`config.mk`:
```
export PLATFORM = sky130hd
export DESIGN_NAME = aleste_vshift_flat
export DESIGN_NICKNAME = d
export VERILOG_FILES = /design/src/rtl/aleste_vshift_pkg.sv /design/src/rtl/aleste_vshift_if.sv /design/src/rtl/aleste_vshift_pen_decode.sv /design/src/rtl/aleste_vshift.sv /design/src/flat_wrapper.sv
export SDC_FILE = /design/constraint.sdc
export NUM_CORES = 1
export LEC_CHECK = 0
export ABC_AREA = 1
export BUFFER_PORTS_ARGS = -buffer_cell sky130_fd_sc_hd__buf_2
export CAP_MARGIN = 20
export CORE_MARGIN = 1.5
export CORE_UTILIZATION = 30
export CTS_CLUSTER_SIZE = 12
export DETAILED_ROUTE_END_ITERATION = 7
export PLACE_DENSITY_LB_ADDON = 0.25
export SYNTH_ARGS = -nofsm -noshare
export SYNTH_HDL_FRONTEND = slang
export SYNTH_SLANG_ARGS = --single-unit
```
`constraint.sdc`:
```
create_clock -name xtal -period 7 [get_ports xtal]
set_clock_uncertainty 0.15 [all_clocks]
set_input_delay 0.7 -clock xtal [delete_from_list [all_inputs] [get_ports xtal]]
set_output_delay 0.7 -clock xtal [all_outputs]
set_load 0.1 [all_outputs]
```
`src/rtl/aleste_vshift_pkg.sv`:
```
// rtl/aleste_vshift_pkg.sv - shared video types, byte timing constants and helpers
// Exports: scr_mode_t (screen mode), vs_state_t (serializer state),
//          BYTE_CYC_LO/BYTE_CYC_HI (xtal cycles per video byte),
//          ppb_of (pixels per byte), hold_of (cycles per pixel).
package aleste_video_pkg;

    typedef enum logic [1:0] {MODE0, MODE1, MODE2, MODE3} scr_mode_t;

    typedef enum logic [1:0] {ST_IDLE, ST_SHIFT, ST_DRAIN} vs_state_t;

    localparam int BYTE_CYC_LO = 8;
    localparam int BYTE_CYC_HI = 4;

    function automatic logic [3:0] ppb_of(scr_mode_t m);
        case (m)
            MODE2:   return 4'd8;
            MODE1:   return 4'd4;
            default: return 4'd2;
        endcase
    endfunction

    // Cycles each pixel is held: byte length divided evenly across its pixels.
    function automatic logic [2:0] hold_of(scr_mode_t m, logic high);
        logic [3:0] cyc;
        cyc = high ? 4'(BYTE_CYC_HI) : 4'(BYTE_CYC_LO);
        return 3'(cyc / ppb_of(m));
    endfunction

endpackage

```
`src/rtl/aleste_vshift_if.sv`:
```
// rtl/aleste_vshift_if.sv - timing-generator to video-serializer signal bundle
// master: timing generator / CRTC side, drives strobes, mode and DRAM data.
// slave:  serializer side, drives pen/border/pix_stb/underrun.
interface aleste_vshift_if;
    logic       high;
    logic [1:0] mode;
    logic       hsync;
    logic       disp_en;
    logic       mvi_n;
    logic       dis;
    logic [7:0] vdata;
    logic [3:0] pen;
    logic       border;
    logic       pix_stb;
    logic       underrun;

    modport master (
        output high, mode, hsync, disp_en, mvi_n, dis, vdata,
        input  pen, border, pix_stb, underrun
    );

    modport slave (
        input  high, mode, hsync, disp_en, mvi_n, dis, vdata,
        output pen, border, pix_stb, underrun
    );
endinterface

```
`src/rtl/aleste_vshift_pen_decode.sv`:
```
// rtl/aleste_vshift_pen_decode.sv - combinational video byte to pen index decoder
// Ports: byte_in (captured video byte), mode (effective screen mode),
//        idx (pixel index within the byte), pen (4-bit pen index).
module aleste_pen_decode
    import aleste_video_pkg::*;
(
    input  logic [7:0] byte_in,
    input  scr_mode_t  mode,
    input  logic [2:0] idx,
    output logic [3:0] pen
);

    logic [2:0] i2;
    logic [2:0] i1;

    // Only the low index bits are meaningful in the 4- and 2-pixel modes.
    assign i2 = {1'b0, idx[1:0]};
    assign i1 = {2'b00, idx[0]};

    always_comb begin
        pen = 4'd0;
        case (mode)
            MODE2: pen = {3'b000, byte_in[3'd7 - idx]};
            MODE1: pen = {2'b00, byte_in[3'd3 - i2], byte_in[3'd7 - i2]};
            MODE0: pen = {byte_in[3'd1 - i1], byte_in[3'd5 - i1],
                          byte_in[3'd3 - i1], byte_in[3'd7 - i1]};
            MODE3: pen = {2'b00, byte_in[3'd3 - i1], byte_in[3'd7 - i1]};
            default: pen = 4'd0;
        endcase
    end

endmodule

```
`src/rtl/aleste_vshift.sv`:
```
// rtl/aleste_vshift.sv - video byte serializer emitting one pen index per pixel
// Ports: xtal (pixel clock), rst_n (async active-low reset),
//        vif (slave): high, mode, hsync, disp_en, mvi_n, dis, vdata in;
//                     pen, border, pix_stb, underrun out (all registered).
module aleste_vshift
    import aleste_video_pkg::*;
#(
    parameter logic [1:0] RESET_MODE = 2'd1
) (
    input  logic           xtal,
    input  logic           rst_n,
    aleste_vshift_if.slave vif
);

    vs_state_t  state, state_nx;
    logic       hsync_q, mvi_q;
    scr_mode_t  cur_mode, byte_mode;
    logic [7:0] byte_r;
    logic       vis_r;
    logic [2:0] idx, ppb_last;
    logic [1:0] hold_cnt, hold_last;

    logic       load, hs_rise, last_hold, last_pix;
    scr_mode_t  mode_at_load, em_at_load;
    logic [3:0] dec_pen;

    logic [3:0] pen_q, pen_nx;
    logic       border_q, border_nx;
    logic       stb_q, stb_nx;
    logic       underrun_q, underrun_nx;

    always_comb begin
        load         = !vif.mvi_n && mvi_q;
        hs_rise      = vif.hsync && !hsync_q;
        // An hsync edge coinciding with a load already governs that byte.
        mode_at_load = hs_rise ? scr_mode_t'(vif.mode) : cur_mode;
        em_at_load   = (vif.high && mode_at_load == MODE2) ? MODE1 : mode_at_load;
        last_hold    = (hold_cnt == hold_last);
        last_pix     = (idx == ppb_last);
    end

    aleste_pen_decode u_dec (
        .byte_in (byte_r),
        .mode    (byte_mode),
        .idx     (idx),
        .pen     (dec_pen)
    );

    always_ff @(posedge xtal or negedge rst_n) begin
        if (!rst_n) begin
            state <= ST_IDLE;
        end else begin
            state <= state_nx;
        end
    end

    // Outputs are computed from the counters before this edge's load, so a
    // load shows its first pixel one cycle later.
    always_comb begin
        state_nx    = state;
        pen_nx      = 4'd0;
        border_nx   = 1'b1;
        stb_nx      = 1'b0;
        underrun_nx = underrun_q;
        case (state)
            ST_SHIFT: begin
                pen_nx    = vis_r ? dec_pen : 4'd0;
                border_nx = ~vis_r;
                stb_nx    = (hold_cnt == 2'd0);
                if (last_hold && last_pix) begin
                    state_nx = ST_DRAIN;
                end
            end
            ST_DRAIN: underrun_nx = 1'b1;
            default: ;
        endcase
        // A load on the exhausting edge keeps the stream going with no gap.
        if (load) begin
            state_nx = ST_SHIFT;
        end
    end

    always_ff @(posedge xtal or negedge rst_n) begin
        if (!rst_n) begin
            hsync_q    <= 1'b1;
            mvi_q      <= 1'b1;
            cur_mode   <= scr_mode_t'(RESET_MODE);
            byte_mode  <= MODE0;
            byte_r     <= 8'd0;
            vis_r      <= 1'b0;
            idx        <= 3'd0;
            ppb_last   <= 3'd0;
            hold_cnt   <= 2'd0;
            hold_last  <= 2'd0;
            pen_q      <= 4'd0;
            border_q   <= 1'b1;
            stb_q      <= 1'b0;
            underrun_q <= 1'b0;
        end else begin
            hsync_q    <= vif.hsync;
            mvi_q      <= vif.mvi_n;
            pen_q      <= pen_nx;
            border_q   <= border_nx;
            stb_q      <= stb_nx;
            underrun_q <= underrun_nx;
            if (hs_rise) begin
                cur_mode <= scr_mode_t'(vif.mode);
            end
            if (load) begin
                byte_r    <= vif.vdata;
                vis_r     <= vif.dis & vif.disp_en;
                byte_mode <= em_at_load;
                ppb_last  <= 3'(ppb_of(em_at_load) - 4'd1);
                hold_last <= 2'(hold_of(em_at_load, vif.high) - 3'd1);
                idx       <= 3'd0;
                hold_cnt  <= 2'd0;
            end else if (state == ST_SHIFT) begin
                if (last_hold) begin
                    hold_cnt <= 2'd0;
                    if (!last_pix) begin
                        idx <= idx + 3'd1;
                    end
                end else begin
                    hold_cnt <= hold_cnt + 2'd1;
                end
            end
        end
    end

    assign vif.pen      = pen_q;
    assign vif.border   = border_q;
    assign vif.pix_stb  = stb_q;
    assign vif.underrun = underrun_q;

endmodule

```
`src/flat_wrapper.sv`:
```
// flat-port wrapper written by rule: the top's interface ports become plain ports
module aleste_vshift_flat import aleste_video_pkg::*;
#(
    parameter logic [1:0] RESET_MODE = 2'd1
)
  (xtal, rst_n, vif_high, vif_mode, vif_hsync, vif_disp_en, vif_mvi_n, vif_dis, vif_vdata, vif_pen, vif_border, vif_pix_stb, vif_underrun);
  aleste_vshift_if vif_i ();
  input  logic xtal;
  input  logic rst_n;
  input wire logic [$bits(vif_i.high)-1:0] vif_high;
  input wire logic [$bits(vif_i.mode)-1:0] vif_mode;
  input wire logic [$bits(vif_i.hsync)-1:0] vif_hsync;
  input wire logic [$bits(vif_i.disp_en)-1:0] vif_disp_en;
  input wire logic [$bits(vif_i.mvi_n)-1:0] vif_mvi_n;
  input wire logic [$bits(vif_i.dis)-1:0] vif_dis;
  input wire logic [$bits(vif_i.vdata)-1:0] vif_vdata;
  output wire logic [$bits(vif_i.pen)-1:0] vif_pen;
  output wire logic [$bits(vif_i.border)-1:0] vif_border;
  output wire logic [$bits(vif_i.pix_stb)-1:0] vif_pix_stb;
  output wire logic [$bits(vif_i.underrun)-1:0] vif_underrun;
  assign vif_i.high = vif_high;
  assign vif_i.mode = vif_mode;
  assign vif_i.hsync = vif_hsync;
  assign vif_i.disp_en = vif_disp_en;
  assign vif_i.mvi_n = vif_mvi_n;
  assign vif_i.dis = vif_dis;
  assign vif_i.vdata = vif_vdata;
  assign vif_pen = vif_i.pen;
  assign vif_border = vif_i.border;
  assign vif_pix_stb = vif_i.pix_stb;
  assign vif_underrun = vif_i.underrun;
  aleste_vshift #(.RESET_MODE(RESET_MODE)) u_core (.xtal(xtal), .rst_n(rst_n), .vif(vif_i));
endmodule
```
==> results.yml <==
detailed_routing:
  wl_met1_um: 1770
  num_vias: 1482
  postRouteWirelength_um: 3570
  wire_per_inst_um: 10.8
  met2WireLength_um: 1590
  topRoutingLayerUsed: "met4"
  drc: 0
  dr.first_iter.drc_count: 98
  first_pass_iters: 4
  wl_met3_um: 134
  postRouteAntennaNets: 0
  viasPerCell: 4.50
worst_hold_path:
  worstHoldStart: "u_core.vif.underrun"
  hold_path.class: "flip-flop to flip-flop"
worst_setup_path:
  cp-end-kind: "flip-flop"
  arrival_ns: 3.73
  crit_type: "flip-flop to flip-flop"
  crit_start: "u_core.hsync_q"
  critPathRequiredTime_ns: 7.03
  crit_path_max_fanout: 5
  reg2reg_from: "u_core.hsync_q"
  start_kind: "flip-flop"
die:
  die_w_um: 80.3
  core_area_um2: 5640
  ios: 24
  start_util: 0.317
  dieHeight_um: 80.3
  fp.dieArea_um2: 6440
  rows: 27
place:
  portBuffers: 23
  place_hpwl_um: 2590
  numPlacedInstances: 321
  gp_congestion: 0.725
logic_synthesis:
  ys_warn_count: 0
  synth_cells: 229
  ys_seq_area_frac: 0.478
  synth_cell_type_count: 24
  ys_ff_latch: 34
  synth_fp_nets: 256
  syn_area_um2: 1790
  syn_area_per_cell_um2: 7.82
power_and_ir_drop:
  p_sw_uw: 328
  power_frac_seq: 0.370
  intPower_uw: 418
  power_density_nw_per_um2: 360
  pwr-share-comb: 0.428
  p_clk_frac: 0.201
  switching_share: 0.440
  ir_drop_mv: 0.220
  leakage_uw: 0.00111
clock_tree:
  numCtsBuffers: 5
  cts_buffer_depth: 2
  postCtsHoldBufs: 0
  cts_resized: 0
  clkSinkCount: 34
  cts-root-buf: "clkbuf_8"
  worstSkewPairLatency_ns: 0.29
  cts_setup_buffers: 0
  htreeDepth: 2
  path_clk_slew_ns: 0.07
  cts_tree: "done"
sta:
  period_share: 0.529
  hold_viol: 0
  slew-limit-headroom: 0.499
  setup_tns_ns: 0
  maxSlewViolCount: 0
  rsz0062_at_grt: "no"
  finalSetupViolations: 0
  min_period_ns: 3.70
  tightest_slew_ns: 0.752
  clock.fmax_mhz: 270
job:
  drv_cap: 0
cells_and_area:
  n_fill_cell: 597
  fin_cells: 329
  diodes: 0
  layout.nets: 283
  synthToLayoutAreaGrowth_pct: 15.7
  drive_above_1_share: 0.160
status:
  status: "finished, final reports clean"
grt:
  antenna_found_initial: 0
  grt_max_degree: 35
  track_usage: 0.125
  grt_pass1_wl_um: 6150
  grt_overflow_total: 0
  grt_pass1_vias: 1373
worst max-delay path: stages (launching register included):
cell and delay (ns):
dfstp_2 0.52, inv_1 0.05, nand3_1 0.07, nand2_1 0.09, o21ai_0 0.31, ha_1 0.32
inv_1 0.14, ha_1 0.17, inv_1 0.04, nand2_1 0.05, nand2_1 0.06, o21ai_0 0.22
ha_1 0.30, nand3_1 0.11, nand2_1 0.07, nor2b_2 0.17, nand2_1 0.07, o31ai_1 0.08
ha_1 0.27, inv_1 0.05, nor2_1 0.03, nand3_1 0.09, nand2_1 0.07, nand2_1 0.06
nand2_1 0.05
logic make-up after synthesis:
family | synth area share
flip-flops | 0.478
adder cells (fa/ha/maj) | 0.0699
AND/OR/NAND/NOR | 0.294
buffers and inverters | 0.0755
XOR/XNOR | 0.00979
AO/OA/AOI/OAI | 0.0734
worst paths after layout:
path	endpoint	slack, ns	cells after the start
max in group asynchronous	u_core.hold_cnt[1]	5.89	1
worst max register to register	u_core.hold_last[1]	3.30	24
min in group asynchronous	u_core.vif.pen[2]	0.33	1
worst max-delay path	u_core.hold_last[1]	3.30	24
worst min register to register	u_core.vif.underrun	0.32	1
worst min-delay path	u_core.vif.underrun	0.32	1
routing by layer:
layer / vias to the layer above / global-route usage
met5: - / 0
met2: 30 / 0.203
li1: 774 / -
met3: 8 / 0.0273
met4: 0 / 0.0569
met1: 670 / 0.159
metrics by stage:
stage | total power, uW | instance area, um2 | hold WS [ns] | worst slack [ns] | util
2_1_floorplan | 535 | 1790 | 0.254 | 3.46 | -
3_3_place_gp | 598 | 1980 | 0.306 | 3.05 | 0.351
3_5_place_dp | 601 | 1980 | 0.307 | 2.97 | 0.351
4_1_cts | 757 | 2070 | 0.327 | 3.27 | 0.367
5_1_grt | 808 | 2070 | 0.348 | 2.80 | 0.367
6_report | 746 | 2070 | 0.323 | 3.30 | 0.367
cell type report:
| class | instances | area [um2] | area share |
|---|---|---|---|
| Sequential cell | 34 | 856 | 0.413 |
| Multi-Input combinational cell | 161 | 800 | 0.386 |
| Timing Repair Buffer | 24 | 123 | 0.0592 |
| Inverter | 30 | 113 | 0.0543 |
| Tap cell | 72 | 90.1 | 0.0435 |
| Clock buffer | 7 | 86.3 | 0.0417 |
| Clock inverter | 1 | 5.00 | 0.00242 |
Yosys cell counts, drive strengths merged:
master	n	area, um2
xnor2	2	17.5
nand4	4	25.0
o21bai	1	7.51
o21a	1	7.51
dfrtp	30	751
nand3	19	100
or2	1	6.26
inv	30	113
a21oi	7	35.0
nand2	84	315
o211ai	1	7.51
o21ai	12	60.1
ha	10	125
nand2b	1	6.26
o31ai	1	7.51
nor2b	1	8.76
nor2	15	63.8
dfstp	4	105
o22ai	1	6.26
buf	4	22.5
flip-flops by register name, indices dropped and copies added, names as in the netlist, 2 cells and up:
| signal | flops |
|---|---|
| u_core.byte_r | 8 |
| u_core.hold_last | 2 |
| u_core.vif.pen | 4 |
| u_core.state | 2 |
| u_core.byte_mode | 2 |
| u_core.hold_cnt | 2 |
| u_core.idx | 3 |
| u_core.ppb_last | 3 |
| u_core.cur_mode | 2 |
cells in the final DEF, fill, tap and decap left out:
| master | netlist | final |
|---|---|---|
| buf_4 | 1 | 1 |
| nor2b_2 | 1 | 1 |
| dfrtp_1 | 30 | 30 |
| nand3_1 | 18 | 18 |
| inv_1 | 28 | 28 |
| o211ai_1 | 1 | 1 |
| nand2b_1 | 1 | 1 |
| inv_2 | 2 | 2 |
| o31ai_1 | 1 | 1 |
| clkbuf_1 | 0 | 1 |
| nand2_1 | 84 | 84 |
| nor2_1 | 14 | 14 |
| o22ai_1 | 1 | 1 |
| buf_2 | 3 | 23 |
| nand3_2 | 1 | 1 |
| clkbuf_8 | 0 | 6 |
| dfstp_2 | 4 | 4 |
| ha_1 | 10 | 10 |
| or2_2 | 1 | 1 |
| o21a_1 | 1 | 1 |
| o21bai_1 | 1 | 1 |
| o21ai_0 | 12 | 12 |
| a21oi_1 | 7 | 7 |
| xnor2_1 | 2 | 2 |
| clkinv_2 | 0 | 1 |
| nand4_1 | 4 | 4 |
| nor2_4 | 1 | 1 |
power by group through the flow:
stage          registers [uW]  logic, uW  clock network [uW]
6_report                  276        319                 150
4_1_cts                   277        323                 157
3_3_place_gp              279        319                   0
3_5_place_dp              279        322                   0
5_1_grt                   283        361                 164
2_1_floorplan             340        195                   0
Note: power is estimated with default switching activity, not from simulation.
